**config.mk**
```make
export PLATFORM = sky130hd
export DESIGN_NAME = march_bist_ctrl_flat
export DESIGN_NICKNAME = d
export VERILOG_FILES = /design/src/rtl/march_bist_ctrl_if.sv /design/src/rtl/march_bist_ctrl.sv /design/src/flat_wrapper.sv
export SDC_FILE = /design/constraint.sdc
export NUM_CORES = 1
export LEC_CHECK = 0
export CORE_MARGIN = 10
export CORE_UTILIZATION = 35
export DETAILED_ROUTE_END_ITERATION = 16
export PLACE_DENSITY_LB_ADDON = 0.05
export RECOVER_POWER = 100
export SLEW_MARGIN = 20
export SYNTH_ARGS = -nofsm -noshare
export SYNTH_HDL_FRONTEND = slang
export SYNTH_SLANG_ARGS = --single-unit
export TNS_END_PERCENT = 10
```
**constraint.sdc**
```tcl
create_clock -name clk -period 5 [get_ports clk]
set_input_delay 1 -clock clk [delete_from_list [all_inputs] [get_ports clk]]
set_output_delay 1 -clock clk [all_outputs]
set_load 0.01 [all_outputs]
```
**src/rtl/march_bist_ctrl_if.sv**
```systemverilog
// March C- BIST sequencer bus: control strobes to the address/data
// generators and memory, comparator feedback, and the result report.
interface march_bist_ctrl_if #(
   parameter int unsigned ADR_SIZE = 4
);
   logic                start;
   logic                c_out;
   logic                error;
   logic                wr_en;
   logic                read_en;
   logic                rst_adr;
   logic                pr_res_adr;
   logic                enable;
   logic                up_down;
   logic                data_bit;
   logic                busy;
   logic                done;
   logic                status;
   logic [ADR_SIZE-1:0] fail_adr;
   logic [2:0]          fail_elem;

   // Sequencer side.
   modport master (
      input  start, c_out, error,
      output wr_en, read_en, rst_adr, pr_res_adr, enable, up_down, data_bit,
             busy, done, status, fail_adr, fail_elem
   );

   // BIST datapath / host side.
   modport slave (
      output start, c_out, error,
      input  wr_en, read_en, rst_adr, pr_res_adr, enable, up_down, data_bit,
             busy, done, status, fail_adr, fail_elem
   );
endinterface

```
**src/rtl/march_bist_ctrl.sv**
```systemverilog
// March C- sequencer: walks elements E0..E5 over 2^ADR_SIZE words, one
// memory operation per cycle, and records the first miscompare.
module march_bist_ctrl #(
   parameter int unsigned ADR_SIZE     = 4,
   parameter bit          STOP_ON_FAIL = 1'b0
) (
   input  logic              clk,
   input  logic              rst,
   march_bist_ctrl_if.master bus
);

   typedef enum logic [2:0] {
      S_IDLE,
      S_SETUP,
      S_RD,
      S_WR,
      S_DONE
   } state_t;

   localparam logic [ADR_SIZE-1:0] ADR_MAX = '1;

   state_t              state_q, state_d;
   logic [2:0]          elem_q, elem_d;
   logic [ADR_SIZE-1:0] adr_q, adr_d;
   logic                status_q, status_d;
   logic [ADR_SIZE-1:0] fail_adr_q, fail_adr_d;
   logic [2:0]          fail_elem_q, fail_elem_d;

   logic elem_up;
   logic rd_bit;
   logic wr_bit;
   logic adr_step_up;
   logic [ADR_SIZE-1:0] adr_next;

   logic wr_en, read_en, rst_adr, pr_res_adr, enable, up_down, data_bit;
   logic busy, done;

   // Per-element direction and background values: E3/E4 run downward,
   // E2/E4 read ones, E1/E3 write ones.
   always_comb begin
      elem_up     = !((elem_q == 3'd3) || (elem_q == 3'd4));
      rd_bit      = (elem_q == 3'd2) || (elem_q == 3'd4);
      wr_bit      = (elem_q == 3'd1) || (elem_q == 3'd3);
      adr_step_up = elem_up;
      adr_next    = adr_step_up ? (adr_q + 1'b1) : (adr_q - 1'b1);
   end

   // Next-state, shadow address, result capture and strobe decode.
   always_comb begin
      state_d     = state_q;
      elem_d      = elem_q;
      adr_d       = adr_q;
      status_d    = status_q;
      fail_adr_d  = fail_adr_q;
      fail_elem_d = fail_elem_q;
      wr_en       = 1'b0;
      read_en     = 1'b0;
      rst_adr     = 1'b0;
      pr_res_adr  = 1'b0;
      enable      = 1'b0;
      up_down     = 1'b0;
      data_bit    = 1'b0;
      busy        = 1'b0;
      done        = 1'b0;

      case (state_q)
         S_IDLE: begin
            if (bus.start) begin
               state_d     = S_SETUP;
               elem_d      = 3'd0;
               status_d    = 1'b1;
               fail_adr_d  = '0;
               fail_elem_d = '0;
            end
         end

         S_SETUP: begin
            busy       = 1'b1;
            up_down    = elem_up;
            rst_adr    = elem_up;
            pr_res_adr = !elem_up;
            adr_d      = elem_up ? '0 : ADR_MAX;
            state_d    = (elem_q == 3'd0) ? S_WR : S_RD;
         end

         S_RD: begin
            busy     = 1'b1;
            up_down  = elem_up;
            read_en  = 1'b1;
            data_bit = rd_bit;
            if (bus.error && status_q) begin
               status_d    = 1'b0;
               fail_adr_d  = adr_q;
               fail_elem_d = elem_q;
            end
            if (elem_q == 3'd5) begin
               enable = 1'b1;
            end
            // Abort takes priority over both element end and the RD->WR step.
            if (STOP_ON_FAIL && bus.error) begin
               state_d = S_DONE;
            end else if (elem_q == 3'd5) begin
               if (bus.c_out) begin
                  state_d = S_DONE;
               end else begin
                  adr_d = adr_next;
               end
            end else begin
               state_d = S_WR;
            end
         end

         S_WR: begin
            busy     = 1'b1;
            up_down  = elem_up;
            wr_en    = 1'b1;
            data_bit = wr_bit;
            enable   = 1'b1;
            if (bus.c_out) begin
               elem_d  = elem_q + 3'd1;
               state_d = S_SETUP;
            end else begin
               adr_d   = adr_next;
               state_d = (elem_q == 3'd0) ? S_WR : S_RD;
            end
         end

         S_DONE: begin
            done = 1'b1;
            if (bus.start) begin
               state_d     = S_SETUP;
               elem_d      = 3'd0;
               status_d    = 1'b1;
               fail_adr_d  = '0;
               fail_elem_d = '0;
            end
         end

         default: begin
            state_d = S_IDLE;
         end
      endcase
   end

   // State and result registers with synchronous reset.
   always_ff @(posedge clk) begin
      if (rst) begin
         state_q     <= S_IDLE;
         elem_q      <= 3'd0;
         adr_q       <= '0;
         status_q    <= 1'b1;
         fail_adr_q  <= '0;
         fail_elem_q <= '0;
      end else begin
         state_q     <= state_d;
         elem_q      <= elem_d;
         adr_q       <= adr_d;
         status_q    <= status_d;
         fail_adr_q  <= fail_adr_d;
         fail_elem_q <= fail_elem_d;
      end
   end

   assign bus.wr_en      = wr_en;
   assign bus.read_en    = read_en;
   assign bus.rst_adr    = rst_adr;
   assign bus.pr_res_adr = pr_res_adr;
   assign bus.enable     = enable;
   assign bus.up_down    = up_down;
   assign bus.data_bit   = data_bit;
   assign bus.busy       = busy;
   assign bus.done       = done;
   assign bus.status     = status_q;
   assign bus.fail_adr   = fail_adr_q;
   assign bus.fail_elem  = fail_elem_q;

endmodule
```
**src/flat_wrapper.sv**
```systemverilog
// flat-port wrapper written by rule: the top's interface ports become plain ports
module march_bist_ctrl_flat 
#(
   parameter int unsigned ADR_SIZE     = 4,
   parameter bit          STOP_ON_FAIL = 1'b0
)
  (clk, rst, bus_start, bus_c_out, bus_error, bus_wr_en, bus_read_en, bus_rst_adr, bus_pr_res_adr, bus_enable, bus_up_down, bus_data_bit, bus_busy, bus_done, bus_status, bus_fail_adr, bus_fail_elem);
  march_bist_ctrl_if #(.ADR_SIZE(ADR_SIZE)) bus_i ();
  input  logic clk;
  input  logic rst;
  input wire logic [$bits(bus_i.start)-1:0] bus_start;
  input wire logic [$bits(bus_i.c_out)-1:0] bus_c_out;
  input wire logic [$bits(bus_i.error)-1:0] bus_error;
  output wire logic [$bits(bus_i.wr_en)-1:0] bus_wr_en;
  output wire logic [$bits(bus_i.read_en)-1:0] bus_read_en;
  output wire logic [$bits(bus_i.rst_adr)-1:0] bus_rst_adr;
  output wire logic [$bits(bus_i.pr_res_adr)-1:0] bus_pr_res_adr;
  output wire logic [$bits(bus_i.enable)-1:0] bus_enable;
  output wire logic [$bits(bus_i.up_down)-1:0] bus_up_down;
  output wire logic [$bits(bus_i.data_bit)-1:0] bus_data_bit;
  output wire logic [$bits(bus_i.busy)-1:0] bus_busy;
  output wire logic [$bits(bus_i.done)-1:0] bus_done;
  output wire logic [$bits(bus_i.status)-1:0] bus_status;
  output wire logic [$bits(bus_i.fail_adr)-1:0] bus_fail_adr;
  output wire logic [$bits(bus_i.fail_elem)-1:0] bus_fail_elem;
  assign bus_i.start = bus_start;
  assign bus_i.c_out = bus_c_out;
  assign bus_i.error = bus_error;
  assign bus_wr_en = bus_i.wr_en;
  assign bus_read_en = bus_i.read_en;
  assign bus_rst_adr = bus_i.rst_adr;
  assign bus_pr_res_adr = bus_i.pr_res_adr;
  assign bus_enable = bus_i.enable;
  assign bus_up_down = bus_i.up_down;
  assign bus_data_bit = bus_i.data_bit;
  assign bus_busy = bus_i.busy;
  assign bus_done = bus_i.done;
  assign bus_status = bus_i.status;
  assign bus_fail_adr = bus_i.fail_adr;
  assign bus_fail_elem = bus_i.fail_elem;
  march_bist_ctrl #(.ADR_SIZE(ADR_SIZE), .STOP_ON_FAIL(STOP_ON_FAIL)) u_core (.clk(clk), .rst(rst), .bus(bus_i));
endmodule
```
==> results.ini, run 1 <==
[outcome]
status=completed

[sta]
setup_violations=0
slew_violations=0
finalClockSkew_ns=0.00548
holdWs_ns=0.494
period_minus_slack_ns=3.18
fin_crit_sh_pct=63.7
finalHoldViolations=0
tightest_slew_ns=0.959
fmax_ghz=0.314
maxSlewHeadroom_pct=36.0
fin_tns_setup_ns=0
rsz0062_at_grt=no

[final_layout]
area_growth_pct=22.7
nets=156
diodes=0
fill_cells=292
instances_no_fill=173
fin_area_sq_um=1310
drive_above_1_share_pct=5.63

[cts]
clk_latency_ns=0.29
cts_resized=0
cts.reportedPaths.clkPinSlew_ns=0.11
clockBufferDepth=2
cts_setup_buffers=0
clockRootBuffer=clkbuf_4
numCtsBuffers=3
htreeDepth=1
cts_tree=yes
clock_sink_count=18
postCtsHoldBufs=0

[critical_path]
end_kind=primary output
start_kind=flop
cpMaxStageDelayCell=dlygate4sd3_1
rr_worst_depth=9
arrival_ns=2.18
r2r_slack_ns=2.61
worstPathMaxFanout=9
worstPathRequired_ns=4.00
reg2reg_to=u_core.adr_q[3]$_SDFFE_PP0P_
r2r_start=u_core.elem_q[0]$_SDFFE_PP0P_
path_class=reg2out
cp_cell_sequence=inv_1, ha_1, mux2i_4, inv_2, nor3_1, dlygate4sd3_1
slowest_delay_ns=0.63

[logic_synthesis]
synth_xor_area_share_pct=0.822
ys.flop_type=dfxtp_1
synth_top_family_by_area=simple AND/OR/NAND/NOR gates
synth.net_count=136
synth.area.top_cells=dfxtp_1 (34%), ha_1 (8.2%), mux2i_1 (7.5%), nor2_1 (6.3%), a21oi_1 (4.7%)
synthCells=123
ys_seq_area_share_pct=33.8
avgSynthCellArea_sq_um=8.67
synth-compound-area-share_pct=18.9
async_reset_ff_share_pct=0
netlist.area_leader.share_pct=33.8
synthTopCellsByCount=dfxtp_1 (18), nor2_1 (18), a21oi_1 (10), nand2_1 (9), mux2i_1 (8)
post_synth_mux_area_share_pct=10.7
synth_area_leader_cell=dfxtp_1
synth_seq_cells=18
synth-simple-area-share_pct=19.8
synth_edf_count=0
synthAdderAreaFrac_pct=10.1
yosysUniqueCellTypes=38
ys_warn_count=0
netlist_area_sq_um=1070

[hold_path]
whs_path_depth=2
worstHoldStart=u_core.bus.fail_elem[2]$_SDFFE_PP0P_
min_to=u_core.bus.fail_elem[2]$_SDFFE_PP0P_
hp-class=reg2reg

[routing]
drtAntennaViolNets=0
vias=937
wl_per_cell_um=15.5
drc=0
drt_iter0_markers=114
vias_per_cell=5.42
drt_wl_total_um=2690
dr.pass1.iters=4

[global_route]
grt_overflow=0
grt_pass1_vias=901
track_usage_pct=10.2
grt_pass1_wl_um=4470
antenna_found_initial=0
grt_max_degree=14

[pwr]
power_leakage_nw=0.565
ir_drop_mv=0.135
power_density_nw_per_um2=247

[floorplan]
die_area_sq_um=5650
core-area_sq_um=2830
row_count=19
io_pins=22
die_h_um=75.2
initial_core_util_pct=37.7
die_w_um=75.2

[placed_design]
placedCellCount=169
dp_hpwl_um=2090
portBuffers=21
gp_congestion=0.753
place_area_sq_um=1280

[flow_run]
drv_cap=0

-- metal layers --
metal | part of all wire (%) | GRT usage (%)
met4 | 0.48 | 3.09
met5 | 0 | 0
met3 | 9.5 | 4.47
met2 | 42 | 15.0
met1 | 47 | 13.0
-- cell usage in the layout, fill, tap and decap left out, drive strengths merged, types with 2 or more instances in the layout --
cell type	Yosys	final
clkbuf	3	4
o211ai	3	3
nand2b	3	3
dlygate4sd3	0	20
inv	8	8
dfxtp	18	18
a21oi	11	11
nand2	9	9
a21o	2	2
ha	7	7
a31oi	2	2
nand4b	2	2
nor2	18	18
nor3	6	6
mux2i	9	9
-- stage by stage --
stage / setup WS [ns] / power (W) / utilization [%]
CTS: 1.84 / 0.000335 / 46.6
detailed placement: 2.18 / 0.000242 / 45.3
global route: 1.67 / 0.000344 / 46.2
floorplan: 2.76 / 0.000211 / -
finish: 1.82 / 0.000323 / 46.2
global placement: 2.27 / 0.000243 / 45.3
-- where the power goes --
group | internal [W] | switching (W) | total [W] | leakage [nW]
logic | 0.0000321 | 0.0000406 | 0.0000727 | 0.398
clock network | 0.0000443 | 0.0000463 | 0.0000906 | 0.0210
registers | 0.000149 | 0.0000112 | 0.000160 | 0.146
total | 0.000225 | 0.0000981 | 0.000323 | 0.565
-- critical path, delay by kind of cell, from the launching register on --
| kind | cells | cell delay (ns) |
|---|---|---|
| buffers and inverters | 3 | 0.84 |
| DFF | 1 | 0.44 |
| muxes | 1 | 0.20 |
| adders and majority gates | 1 | 0.26 |
| and+or+nand+nor | 1 | 0.15 |
-- area by class of cell --
class                           count  area [sq um]  share of cell area [%]
Sequential cell                    18           360                    27.6
Tap cell                           31          38.8                    2.97
Clock buffer                        4          36.3                    2.78
Timing Repair Buffer               21           210                    16.1
Multi-Input combinational cell     91           632                    48.3
Inverter                            8          30.0                    2.30
-- worst max path at each step --
stage | startpoint | to | slack [ns]
floorplan | u_core.elem_q[0]$_SDFFE_PP0P_ | bus_rst_adr | 2.76
global placement | u_core.elem_q[0]$_SDFFE_PP0P_ | bus_rst_adr | 2.27
detailed placement | u_core.elem_q[0]$_SDFFE_PP0P_ | bus_rst_adr | 2.18
CTS | u_core.elem_q[0]$_SDFFE_PP0P_ | bus_rst_adr | 1.84
global route | u_core.elem_q[0]$_SDFFE_PP0P_ | bus_rst_adr | 1.67
finish | u_core.elem_q[0]$_SDFFE_PP0P_ | bus_rst_adr | 1.82
-- cells by family after synthesis --
kind of cell               Yosys count
and+or+nand+nor                     44
AOI/OAI and AO/OA                   28
DFF                                 18
buffers and inverters               14
muxes                               10
adders and majority gates            8
xor gates and xnor gates             1
-- sequential cells by signal (all words and copies together) (netlist names) --
register / cells
u_core.state_q: 3
u_core.bus.fail_adr: 4
u_core.adr_q: 4
u_core.elem_q: 3
u_core.bus.fail_elem: 3
u_core.bus.status: 1
(Power assumes the default switching activity.)
==> run 2: changes to the inputs <==
Clock period 5 ns to 2.6 ns, I/O delays scaled along.
==> run 2 against run 1 <==
Sequential cell count did not move. Clock skew increased by 0.0057 ns. Global-route usage rose by 0.16 points. Die area is the same.
==> results.ini, run 2 (synthesis results as in run 1) <==
[final_layout]
nets=159
diodes=0
fin_util_pct=47.1
drive_above_1_share_pct=8.97
layout_common_cells=nor2_1 (18), dlygate4sd3_1 (16), dfxtp_1 (15), a21oi_1 (11), nand2_1 (9)
area_growth_pct=24.9
instances_no_fill=176
layout_commonest_cell=nor2_1

[sta]
timing.final.ws_setup_ns=0.0964
fmax_ghz=0.399
finalClockSkew_ns=0.0112
period_minus_slack_ns=2.50
finalHoldViolations=0
slew_violations=0
tightest_slew_ns=0.928
rsz0062_at_grt=no
fin_crit_sh_pct=96.3
fin_tns_setup_ns=0
maxSlewHeadroom_pct=38.1
setup_violations=0

[critical_path]
end_kind=primary output
arrival_ns=1.98
start_kind=flop
worstPathMaxFanout=5
worstPathRequired_ns=2.08
path_class=reg2out

[routing]
drtAntennaViolNets=0
dr.pass1.iters=4
wl_per_cell_um=15.4
drt_iter0_markers=84
vias_per_cell=5.36
drc=0
drt_wl_total_um=2700
vias=943

[cts]
clk_latency_ns=0.30
cts.reportedPaths.clkPinSlew_ns=0.10
cts_setup_buffers=0
htreeDepth=1
numCtsBuffers=3
clock_sink_count=18
clockRootBuffer=clkbuf_4
cts_tree=yes
clockBufferDepth=2

[flow_run]
drv_cap=0

[outcome]
status=completed

[pwr]
power_leakage_nw=0.579
power_density_nw_per_um2=473
ir_drop_mv=0.232

[placed_design]
dp_hpwl_um=2100
pre_cts_ws_ns=0.237
portBuffers=21
gp_congestion=0.818
placedCellCount=172

[global_route]
grt_pass1_vias=952
antenna_found_initial=0
track_usage_pct=10.3
grt_max_degree=12
grt_overflow=0
grt_pass1_wl_um=4620

[floorplan]
die_h_um=75.2
core-area_sq_um=2830
io_pins=22
die_area_sq_um=5650
row_count=19
initial_core_util_pct=37.7
die_w_um=75.2

[hold_path]
hp-class=reg2reg

run 2: through the flow:
step	total power (W)	hold WS (ns)	area, sq um
6_report	0.000630	0.502	1330
2_1_floorplan	0.000407	0.449	1070
3_5_place_dp	0.000474	0.486	1310
5_1_grt	0.000672	0.530	1330
4_1_cts	0.000648	0.507	1340
3_3_place_gp	0.000474	0.473	1310
run 2: final timing paths:
| check | startpoint | end | slack (ns) | cells past startpoint |
|---|---|---|---|---|
| max | u_core.elem_q[0]$_SDFFE_PP0P_ | bus_data_bit | 0.1 | 5 |
| min | u_core.bus.fail_elem[2]$_SDFFE_PP0P_ | u_core.bus.fail_elem[2]$_SDFFE_PP0P_ | 0.50 | 2 |
| max reg2reg | u_core.elem_q[0]$_SDFFE_PP0P_ | u_core.adr_q[3]$_SDFFE_PP0P_ | 0.22 | 9 |
| min reg2reg | u_core.bus.fail_elem[2]$_SDFFE_PP0P_ | u_core.bus.fail_elem[2]$_SDFFE_PP0P_ | 0.50 | 2 |
run 2: critical path, stage by stage (launching register included):
cell             delay (ns)
dfxtp_2                0.39
inv_1                  0.07
ha_1                   0.25
mux2_2                 0.28
a22o_1                 0.22
clkdlybuf4s50_1        0.48
run 2: cell type report:
cell class,count,area [sq um]
timing repair buffer,24,230
inverter,8,30.0
sequential,18,364
clock buffer,4,36.3
multi-input combinational,91,632
tap,31,38.8
fill,289,1500
run 2: what timing repair did:
action                                  in CTS  in global routing
hold buffers                                 0                  0
endpoints found under the setup margin       3                  0
endpoints found under the hold margin        0                  0
resized for setup                            5                  0
run 2: per-layer routing:
layer	GRT usage [%]	up-vias	wire length [um]	part of all wire, %
met3	5.52	2	229	8.5
met4	1.24	0	13	0.48
met2	15.5	26	1130	42
met5	0	-	0	0
li1	-	479	-	-
met1	13.2	436	1330	49
run 2: where the power goes:
part | internal [W] | switching [W] | total (W)
logic | 0.0000651 | 0.0000901 | 0.000155
clock network | 0.0000852 | 0.0000908 | 0.000176
registers | 0.000286 | 0.0000124 | 0.000299
